File: src/rtl/mc_ctrl_pkg.sv
// Shared types and constants for the multi-cycle MIPS control sequencer.
package mc_ctrl_pkg;

  typedef enum logic [2:0] {
    CLS_R, CLS_LW, CLS_SW, CLS_BEQ, CLS_J, CLS_ADDI, CLS_ORI, CLS_ILL
  } cls_e;

  typedef enum logic [2:0] {
    ALU_ADD = 3'b000,
    ALU_SUB = 3'b001,
    ALU_AND = 3'b010,
    ALU_OR  = 3'b011,
    ALU_SLT = 3'b100
  } alu_e;

  // Encodings match the bit index of each phase in the one-hot phase bus.
  typedef enum logic [2:0] {
    PH_IF = 3'd0, PH_ID = 3'd1, PH_EX = 3'd2, PH_MEM = 3'd3, PH_WB = 3'd4, PH_NONE = 3'd5
  } ph_e;

  localparam logic [5:0] OP_RTYPE = 6'h00;
  localparam logic [5:0] OP_LW    = 6'h23;
  localparam logic [5:0] OP_SW    = 6'h2B;
  localparam logic [5:0] OP_BEQ   = 6'h04;
  localparam logic [5:0] OP_J     = 6'h02;
  localparam logic [5:0] OP_ADDI  = 6'h08;
  localparam logic [5:0] OP_ORI   = 6'h0D;

  localparam logic [5:0] FN_ADD = 6'h20;
  localparam logic [5:0] FN_SUB = 6'h22;
  localparam logic [5:0] FN_AND = 6'h24;
  localparam logic [5:0] FN_OR  = 6'h25;
  localparam logic [5:0] FN_SLT = 6'h2A;

  localparam logic [1:0] PCSRC_SEQ  = 2'b00;
  localparam logic [1:0] PCSRC_BR   = 2'b01;
  localparam logic [1:0] PCSRC_JUMP = 2'b10;

endpackage

File: src/rtl/mc_decode.sv
// Combinational opcode/funct decoder producing instruction class and ALU control.
module mc_decode
  import mc_ctrl_pkg::*;
(
  input  logic [5:0] op_i,
  input  logic [5:0] funct_i,
  output cls_e       cls_o,
  output alu_e       alu_o
);

  always_comb begin
    cls_o = CLS_ILL;
    alu_o = ALU_ADD;
    case (op_i)
      OP_RTYPE: begin
        cls_o = CLS_R;
        case (funct_i)
          FN_ADD:  alu_o = ALU_ADD;
          FN_SUB:  alu_o = ALU_SUB;
          FN_AND:  alu_o = ALU_AND;
          FN_OR:   alu_o = ALU_OR;
          FN_SLT:  alu_o = ALU_SLT;
          default: cls_o = CLS_ILL;
        endcase
      end
      OP_LW:   cls_o = CLS_LW;
      OP_SW:   cls_o = CLS_SW;
      OP_BEQ:  begin cls_o = CLS_BEQ; alu_o = ALU_SUB; end
      OP_J:    cls_o = CLS_J;
      OP_ADDI: cls_o = CLS_ADDI;
      OP_ORI:  begin cls_o = CLS_ORI; alu_o = ALU_OR; end
      default: cls_o = CLS_ILL;
    endcase
  end

endmodule

File: src/rtl/mc_phase_ctrl.sv
// Multi-cycle MIPS control sequencer: per-phase datapath strobes, early skip,
// retired-instruction counter and sticky sequencing/illegal-opcode flags.
module mc_phase_ctrl
  import mc_ctrl_pkg::*;
#(
  parameter int CNT_W = 16
) (
  input  logic             clk,
  input  logic             nclr,
  input  logic [4:0]       p,
  input  logic [5:0]       op,
  input  logic [5:0]       funct,
  input  logic             zero,
  output logic             ir_we,
  output logic             pc_we,
  output logic [1:0]       pc_src,
  output logic [2:0]       alu_op,
  output logic             alu_src_imm,
  output logic             reg_dst_rd,
  output logic             mem_to_reg,
  output logic             mem_re,
  output logic             mem_we,
  output logic             reg_we,
  output logic             skip,
  output logic [CNT_W-1:0] retire_cnt,
  output logic             ill_err,
  output logic             seq_err
);

  cls_e             class_q, class_d, dec_cls;
  alu_e             alu_ctl_q, alu_ctl_d, dec_alu;
  ph_e              last_ph_q, last_ph_d, ph;
  logic             last_skip_q, last_skip_d;
  logic [CNT_W-1:0] cnt_q, cnt_d;
  logic             ill_q, ill_d, seq_q, seq_d;
  logic             legal, final_ph;

  mc_decode u_decode (
    .op_i    (op),
    .funct_i (funct),
    .cls_o   (dec_cls),
    .alu_o   (dec_alu)
  );

  // Non-one-hot and idle both collapse to PH_NONE; they are told apart by p==0.
  always_comb begin
    case (p)
      5'b00001: ph = PH_IF;
      5'b00010: ph = PH_ID;
      5'b00100: ph = PH_EX;
      5'b01000: ph = PH_MEM;
      5'b10000: ph = PH_WB;
      default:  ph = PH_NONE;
    endcase
  end

  always_comb begin
    ir_we       = 1'b0;
    pc_we       = 1'b0;
    pc_src      = PCSRC_SEQ;
    alu_op      = ALU_ADD;
    alu_src_imm = 1'b0;
    reg_dst_rd  = 1'b0;
    mem_to_reg  = 1'b0;
    mem_re      = 1'b0;
    mem_we      = 1'b0;
    reg_we      = 1'b0;
    skip        = 1'b0;
    if (nclr) begin
      case (ph)
        PH_IF: begin
          ir_we = 1'b1;
          pc_we = 1'b1;
        end
        PH_EX: begin
          alu_op      = alu_ctl_q;
          alu_src_imm = (class_q inside {CLS_LW, CLS_SW, CLS_ADDI, CLS_ORI});
          case (class_q)
            CLS_BEQ: begin
              alu_op = ALU_SUB;
              pc_we  = zero;
              pc_src = PCSRC_BR;
              skip   = 1'b1;
            end
            CLS_J: begin
              pc_we  = 1'b1;
              pc_src = PCSRC_JUMP;
              skip   = 1'b1;
            end
            CLS_ILL: skip = 1'b1;
            default: ;
          endcase
        end
        PH_MEM: begin
          mem_re = (class_q == CLS_LW);
          mem_we = (class_q == CLS_SW);
          skip   = (class_q == CLS_SW);
        end
        PH_WB: begin
          reg_we     = (class_q inside {CLS_R, CLS_LW, CLS_ADDI, CLS_ORI});
          reg_dst_rd = (class_q == CLS_R);
          mem_to_reg = (class_q == CLS_LW);
        end
        default: ;
      endcase
    end
  end

  always_comb begin
    case (ph)
      PH_IF:   legal = (last_ph_q == PH_NONE) || (last_ph_q == PH_WB) || last_skip_q;
      PH_ID:   legal = (last_ph_q == PH_IF);
      PH_EX:   legal = (last_ph_q == PH_ID);
      PH_MEM:  legal = (last_ph_q == PH_EX);
      PH_WB:   legal = (last_ph_q == PH_MEM);
      default: legal = (p == 5'b00000);
    endcase
    final_ph = ((ph == PH_EX)  && (class_q inside {CLS_BEQ, CLS_J})) ||
               ((ph == PH_MEM) && (class_q == CLS_SW)) ||
               ((ph == PH_WB)  && (class_q inside {CLS_R, CLS_LW, CLS_ADDI, CLS_ORI}));
    class_d     = (ph == PH_ID) ? dec_cls : class_q;
    alu_ctl_d   = (ph == PH_ID) ? dec_alu : alu_ctl_q;
    last_ph_d   = ph;
    last_skip_d = skip;
    cnt_d       = final_ph ? cnt_q + 1'b1 : cnt_q;
    ill_d       = ill_q | ((ph == PH_EX) && (class_q == CLS_ILL));
    seq_d       = seq_q | ~legal;
  end

  always_ff @(posedge clk or negedge nclr) begin
    if (!nclr) begin
      class_q     <= CLS_ILL;
      alu_ctl_q   <= ALU_ADD;
      last_ph_q   <= PH_NONE;
      last_skip_q <= 1'b0;
      cnt_q       <= '0;
      ill_q       <= 1'b0;
      seq_q       <= 1'b0;
    end else begin
      class_q     <= class_d;
      alu_ctl_q   <= alu_ctl_d;
      last_ph_q   <= last_ph_d;
      last_skip_q <= last_skip_d;
      cnt_q       <= cnt_d;
      ill_q       <= ill_d;
      seq_q       <= seq_d;
    end
  end

  assign retire_cnt = cnt_q;
  assign ill_err    = ill_q;
  assign seq_err    = seq_q;

endmodule
File: config.mk
export PLATFORM = sky130hd
export DESIGN_NAME = mc_phase_ctrl
export DESIGN_NICKNAME = d
export VERILOG_FILES = /design/src/rtl/mc_ctrl_pkg.sv /design/src/rtl/mc_decode.sv /design/src/rtl/mc_phase_ctrl.sv
export SDC_FILE = /design/constraint.sdc
export NUM_CORES = 1
export LEC_CHECK = 0
export BUFFER_PORTS_ARGS = -buffer_cell sky130_fd_sc_hd__buf_4
export CAP_MARGIN = 20
export CELL_PAD_IN_SITES_DETAIL_PLACEMENT = 1
export CELL_PAD_IN_SITES_GLOBAL_PLACEMENT = 2
export CORE_UTILIZATION = 28
export DETAILED_ROUTE_END_ITERATION = 16
export PLACE_DENSITY_LB_ADDON = 0.1
export SKIP_CTS_REPAIR_TIMING = 1
export SYNTH_ARGS = -nofsm -noshare
export SYNTH_HDL_FRONTEND = slang
export SYNTH_SLANG_ARGS = --single-unit
File: constraint.sdc
create_clock -name clk -period 2.1 [get_ports clk]
set_clock_uncertainty 0.2 [all_clocks]
set_input_delay 0.42 -clock clk [delete_from_list [all_inputs] [get_ports clk]]
set_output_delay 0.42 -clock clk [all_outputs]
set_load 0.05 [all_outputs]
==> results.sh, run 1 <==
export IMPL_placementRows=30
export IMPL_syn_avg_cell_area_um2=9.07
export IMPL_yosysWarnings=0
export IMPL_gp_congestion=0.740
export IMPL_cts_buffer_depth=2
export IMPL_powerDensity_nw_per_um2=561
export IMPL_grt_util_all_layers=0.160
export IMPL_dr_pass1_iters=4
export IMPL_ioPinCount=52
export IMPL_via_count=1953
export IMPL_dieArea_um2=7300
export IMPL_drc_errors=0
export IMPL_yosysUniqueCellTypes=52
export IMPL_path_clk_slew_ns=0.10
export IMPL_areaGrowthSynthToFinish_pct=61.4
export IMPL_drtIter0Drc=74
export IMPL_antenna_found_initial=0
export IMPL_ys_seq_area_frac=0.363
export IMPL_period_minus_slack_ns=2.28
export IMPL_r2r_slack_ns=-0.04
export IMPL_clock_fmax_mhz=439
export IMPL_final_core_util=0.466
export IMPL_crit_start="class_q[0]"
export IMPL_async_flop_share=1.00
export IMPL_synthesis_nets=236
export IMPL_start_util=0.289
export IMPL_port_buffers=51
export IMPL_hp_class="primary input to async pin"
export IMPL_drive_above_1_share=0.487
export IMPL_synth_edf_count=0
export IMPL_place_area_um2=2810
export IMPL_rr_endpoint="retire_cnt[10]"
export IMPL_r2r_cells=7
export IMPL_final_hold_viol_count=14
export IMPL_ys_ff_latch=28
export IMPL_cp_required_ns=1.48
export IMPL_wirelength_um=5900
export IMPL_grt_first_pass_wirelength_um=9370
export IMPL_finalSetupViolations=20
export IMPL_synth_top_area_frac=0.295
export IMPL_status="finished, violations left"
export IMPL_violations="hold timing, setup timing"
export IMPL_viasPerCell=5.09
export IMPL_cts_buffers=3
export IMPL_clockRootBuffer="clkbuf_8"
export IMPL_fin_area_um2=3150
export IMPL_synthFlopType="dfrtp_1"
export IMPL_numClockSinks=28
export IMPL_syn_inst=215
export IMPL_insertion_delay_ns=0.29
export IMPL_grt_pass1_vias=1855
export IMPL_fp_dieW_um=85.4
export IMPL_fin_tns_setup_ns=-1.15
export IMPL_tightest_slew_ns=0.405
export IMPL_cts_tree="built"
export IMPL_pre_cts_slack_ns=-0.113
export IMPL_dp_hpwl_um=4300
export IMPL_synth_area_um2=1950
export IMPL_worstSetupPathType="flop to primary output"
export IMPL_fin_ws_ns=-0.175
export IMPL_routedWlPerCell_um=15.4
export IMPL_synthTopCellsByArea="dfrtp_1 30%, xnor2_1 9.0%, dfstp_2 6.7%"
export IMPL_crit_fanout=9
export IMPL_whs_ns=-0.0224
export IMPL_p_leak_nw=1.36
export IMPL_slew_headroom=0.730
export IMPL_overflow=0
export IMPL_core_um2=6760
export IMPL_htree_levels=1
export IMPL_finalMaxSlewViolations=0
export IMPL_rsz0062_at_grt="true"
export IMPL_endpoint="skip"
export IMPL_rr_startpoint="class_q[2]"
export IMPL_yosys_area_top_type="dfrtp_1"
export IMPL_postRouteAntennaNets=0
export IMPL_peakVddDrop_v=0.000750
export IMPL_antenna_cells=0
export IMPL_final_nets=326
export IMPL_worst_setup_path_end_kind="primary output"
export IMPL_max_cap_violations=0
export IMPL_start_kind="flop"
export IMPL_grt_max_degree=17
export IMPL_chipHeight_um=85.4
export IMPL_finalCritPeriodShare=1.08
export IMPL_crit_arrival_ns=1.66
==> power by group <==
group | leakage [nW] | switching [mW] | internal (mW)
logic | 0.961 | 0.369 | 0.278
registers | 0.361 | 0.0638 | 0.606
clock network | 0.0357 | 0.193 | 0.256
total | 1.36 | 0.625 | 1.14
==> metrics by stage <==
stage | std cells | hold slack, ns | total power [mW]
5_1_grt | 384 | -0.00107 | 1.85
3_5_place_dp | 370 | 0.0610 | 1.25
6_report | 384 | -0.0224 | 1.77
2_1_floorplan | 215 | -0.0756 | 1.04
4_1_cts | 374 | -0.260 | 1.71
3_3_place_gp | 370 | 0.0627 | 1.25
==> flip-flops by register name (all words and copies together) (netlist names) <==
register / flops
alu_ctl_q: 3
class_q: 3
ill_err: 1
last_ph_q: 3
last_skip_q: 1
retire_cnt: 16
seq_err: 1
==> synth_stat cells (4+ instances only) <==
master	instances
dfstp_2	5
o211ai_1	4
xnor2_1	20
nand3_1	5
clkbuf_1	4
a21oi_1	10
and2_1	4
nor2_1	15
o2111ai_1	5
inv_1	6
dfrtp_1	23
and3_1	10
buf_2	5
nand4_1	5
nor2b_1	5
o21ai_0	13
nand2_1	18
==> critical path: stages, from the launching register on <==
cell	delay (ns)
dfstp_2	0.57
buf_6	0.17
nand4_1	0.13
buf_4	0.17
a21oi_4	0.16
buf_6	0.18
==> routing by layer <==
layer	wire (µm)	global-route usage	share of wire	vias up
met5	0	0	0	-
met4	53	0.0409	0.0090	0
met3	151	0.0272	0.026	5
met2	2960	0.262	0.50	30
met1	2740	0.220	0.46	961
li1	-	-	-	957
==> how the worst min path moves through the flow <==
| stage | startpoint | end | slack, ns | depth (start not counted) |
|---|---|---|---|---|
| finish | nclr | seq_err | -0.02 | 2 |
| global route | nclr | retire_cnt[11] | -0.001 | 2 |
| CTS | nclr | alu_ctl_q[0] | -0.26 | 1 |
| detailed placement | nclr | alu_ctl_q[2] | 0.06 | 1 |
| global placement | nclr | alu_ctl_q[0] | 0.06 | 1 |
| floorplan | nclr | alu_ctl_q[0] | -0.08 | 0 |
==> cells in the final DEF (no fill, tap or decap), types with 3 or more instances in the layout <==
cell type   n
o21ai_1     3
o211ai_1    4
o22a_1      3
buf_12      4
nor2b_4     3
o2111ai_4   3
nor4_4      3
o21ai_2     3
nor2_4      6
nand2_1    15
and4_1      3
nor2_1      9
xnor2_1    19
buf_4      78
a21oi_1     7
clkbuf_8    3
nand4_1     5
inv_1       6
and2_1      4
and3_1      8
o21ai_0     8
nand3_1     4
buf_6      12
dfstp_2     5
dfrtp_1    23
o22ai_1     3
==> cell families (layout without fill, tap and decap cells) <==
| family | Yosys count | after routing | synth area share |
|---|---|---|---|
| AOI/OAI and AO/OA | 51 | 51 | 0.184 |
| xor gates and xnor gates | 22 | 22 | 0.0988 |
| adders and majority gates | 3 | 3 | 0.0167 |
| DFF | 28 | 28 | 0.363 |
| buffers and inverters | 20 | 109 | 0.0571 |
| muxes | 3 | 3 | 0.0167 |
| and+or+nand+nor | 88 | 88 | 0.264 |
==> final cells by class <==
class                   count  area [µm²]
clock buffers               3        41.3
inverters                   6        22.5
repair buffers             99         871
well taps                  80         100
clock inverters             1        30.0
fillers                   756        3610
flip-flops and latches     28         707
multi-input cells         167        1380
(Power assumes the default switching activity.)
==> run 2, diff against run 1 <==
--- a/config.mk
+++ b/config.mk
@@ -11,7 +11,7 @@
 export CELL_PAD_IN_SITES_GLOBAL_PLACEMENT = 2
 export CORE_UTILIZATION = 28
 export DETAILED_ROUTE_END_ITERATION = 16
-export PLACE_DENSITY_LB_ADDON = 0.1
+export PLACE_DENSITY = 0.8
 export SKIP_CTS_REPAIR_TIMING = 1
 export SYNTH_ARGS = -nofsm -noshare
 export SYNTH_HDL_FRONTEND = slang
==> run 2 against run 1 <==
Effect of this change: the flow finishes with violations (setup timing); wire length fell by 6.7%; via count fell by 3.1%; largest power group unchanged; first-iteration DRC count fell by 55%; combinational power rose by 3%; register-to-register slack improved by 0.04 ns; critical path depth rose by 1.
==> results.sh, run 2 (same netlist as run 1, synthesis figures left out) <==
export IMPL_r2r_slack_ns=0
export IMPL_crit_path_top_delay_cell="dfstp_2"
export IMPL_insertion_delay_ns=0.27
export IMPL_htree_levels=1
export IMPL_start_kind="flop"
export IMPL_finalSetupViolations=14
export IMPL_grt_max_degree=20
export IMPL_placementRows=30
export IMPL_cts_tree="built"
export IMPL_chipHeight_um=85.4
export IMPL_crit_fanout=4
export IMPL_rr_endpoint="retire_cnt[12]"
export IMPL_worstSetupPathType="flop to primary output"
export IMPL_rsz0062_at_grt="true"
export IMPL_regArea_um2=707
export IMPL_max_cap_violations=0
export IMPL_layout_commonest_cell="buf_4"
export IMPL_p_sw_uw=614
export IMPL_grtUsageMet3=0.0156
export IMPL_slew_headroom=0.802
export IMPL_cp_required_ns=1.48
export IMPL_cts_buffer_depth=2
export IMPL_whs_ns=0.0325
export IMPL_antenna_found_initial=0
export IMPL_seqPwrFrac=0.379
export IMPL_globalRouteMet1Util=0.196
export IMPL_port_buffers=51
export IMPL_ioPinCount=52
export IMPL_cpMostUsedCell="nor2b_4"
export IMPL_clock_fmax_mhz=444
export IMPL_peakVddDrop_v=0.000283
export IMPL_via_count=1893
export IMPL_violations="setup timing"
export IMPL_antenna_cells=0
export IMPL_gp_congestion=0.777
export IMPL_fillers=772
export IMPL_final_nets=319
export IMPL_grt_pass1_vias=1869
export IMPL_cts_buffers=3
export IMPL_dp_cells=362
export IMPL_worst_setup_path_end_kind="primary output"
export IMPL_stdcell_count=377
export IMPL_rr_startpoint="class_q[0]"
export IMPL_fin_tns_setup_ns=-0.934
export IMPL_status="finished, violations left"
export IMPL_postRouteAntennaNets=0
export IMPL_drive_above_1_share=0.471
export IMPL_period_minus_slack_ns=2.25
export IMPL_overflow=0
export IMPL_dr_pass1_iters=4
export IMPL_multi_input_area_um2=1340
export IMPL_path_cells="nor2b_4, nand3_1, o21ai_1, a21oi_2, nor2b_4, buf_8"
export IMPL_grt_first_pass_wirelength_um=8700
export IMPL_finalCritPeriodShare=1.07
export IMPL_swShare=0.349
export IMPL_routedWlPerCell_um=14.6
export IMPL_drc_errors=0
export IMPL_fp_dieW_um=85.4
export IMPL_p_leak_nw=1.32
export IMPL_grt_use_met2=0.249
export IMPL_path_clk_slew_ns=0.10
export IMPL_fin_ws_ns=-0.150
export IMPL_clockRootBuffer="clkbuf_8"
export IMPL_tightest_slew_ns=0.293
export IMPL_final_hold_viol_count=0
export IMPL_numClockSinks=28
export IMPL_finalMaxSlewViolations=0
export IMPL_powerDensity_nw_per_um2=575
export IMPL_grt_util_all_layers=0.145
export IMPL_start_util=0.289
export IMPL_r2r_cells=7
export IMPL_dp_hpwl_um=4140
export IMPL_wirelength_um=5500
export IMPL_areaGrowthSynthToFinish_pct=57.1
export IMPL_core_um2=6760
export IMPL_largest_reg_flops=16
export IMPL_crit_arrival_ns=1.63
export IMPL_dieArea_um2=7300
export IMPL_viasPerCell=5.02
export IMPL_final_core_util=0.453
export IMPL_power_internal_mw=1.15
export IMPL_drtIter0Drc=33
export IMPL_slowest_delay_ns=0.58
export IMPL_pwr_share_clk=0.243
export IMPL_combPwrFrac=0.378
export IMPL_hp_class="primary input to async pin"
export IMPL_grt_busiest_layer="met2"
export IMPL_layout_common_cells="67 x buf_4, 23 x dfrtp_1, 19 x xnor2_1, 17 x buf_6, 14 x nand2_1"
[run 2: cell count changes in the layout (fill, tap and decap cells not counted), sizes merged]
cell	delta
buf	-6
clkbuf	-2
dlygate4sd3	+1
[run 2: final cells by class]
type,instances,area share
Clock buffer,3,0.0135
Tap cell,80,0.0327
Clock inverter,1,0.00980
Timing Repair Buffer,92,0.268
Multi-Input combinational cell,167,0.438
Inverter,6,0.00735
Sequential cell,28,0.231
[run 2: per-layer routing]
| layer | vias to the layer above | part of all wire |
|---|---|---|
| met3 | 4 | 0.024 |
| met4 | 0 | 0.0094 |
| li1 | 948 | - |
| met2 | 36 | 0.50 |
| met5 | - | 0 |
| met1 | 905 | 0.47 |
[run 2: how the worst max path moves through the flow]
stage / depth (start not counted) / slack, ns / startpoint / end
4_1_cts: 5 / -0.31 / class_q[1] / skip
6_report: 6 / -0.15 / class_q[0] / pc_we
5_1_grt: 6 / -0.22 / class_q[0] / pc_we
3_3_place_gp: 7 / -0.16 / p[0] / alu_op[0]
2_1_floorplan: 5 / -0.02 / class_q[1] / skip
3_5_place_dp: 7 / -0.14 / p[0] / skip
[run 2: power by group through the flow]
stage          logic, mW  registers (mW)  clock network [mW]
5_1_grt            0.712           0.680               0.464
6_report           0.666           0.667               0.427
4_1_cts            0.571           0.670               0.441
3_5_place_dp       0.569           0.680                   0
3_3_place_gp       0.558           0.677                   0
2_1_floorplan      0.272           0.770                   0
[run 2: stage by stage]
stage / power (mW) / setup WS (ns) / cell area [µm²]
2_1_floorplan: 1.04 / -0.0226 / 2090
3_3_place_gp: 1.24 / -0.155 / 2740
3_5_place_dp: 1.25 / -0.140 / 2740
4_1_cts: 1.68 / -0.308 / 2810
5_1_grt: 1.86 / -0.224 / 3060
6_report: 1.76 / -0.150 / 3060
[run 2: worst max-delay path, delay by kind of cell (launching register included)]
| kind | cells | cell delay [ns] |
|---|---|---|
| AOI/OAI and AO/OA | 2 | 0.20 |
| buffers and inverters | 1 | 0.15 |
| DFF | 1 | 0.58 |
| and+or+nand+nor | 3 | 0.43 |
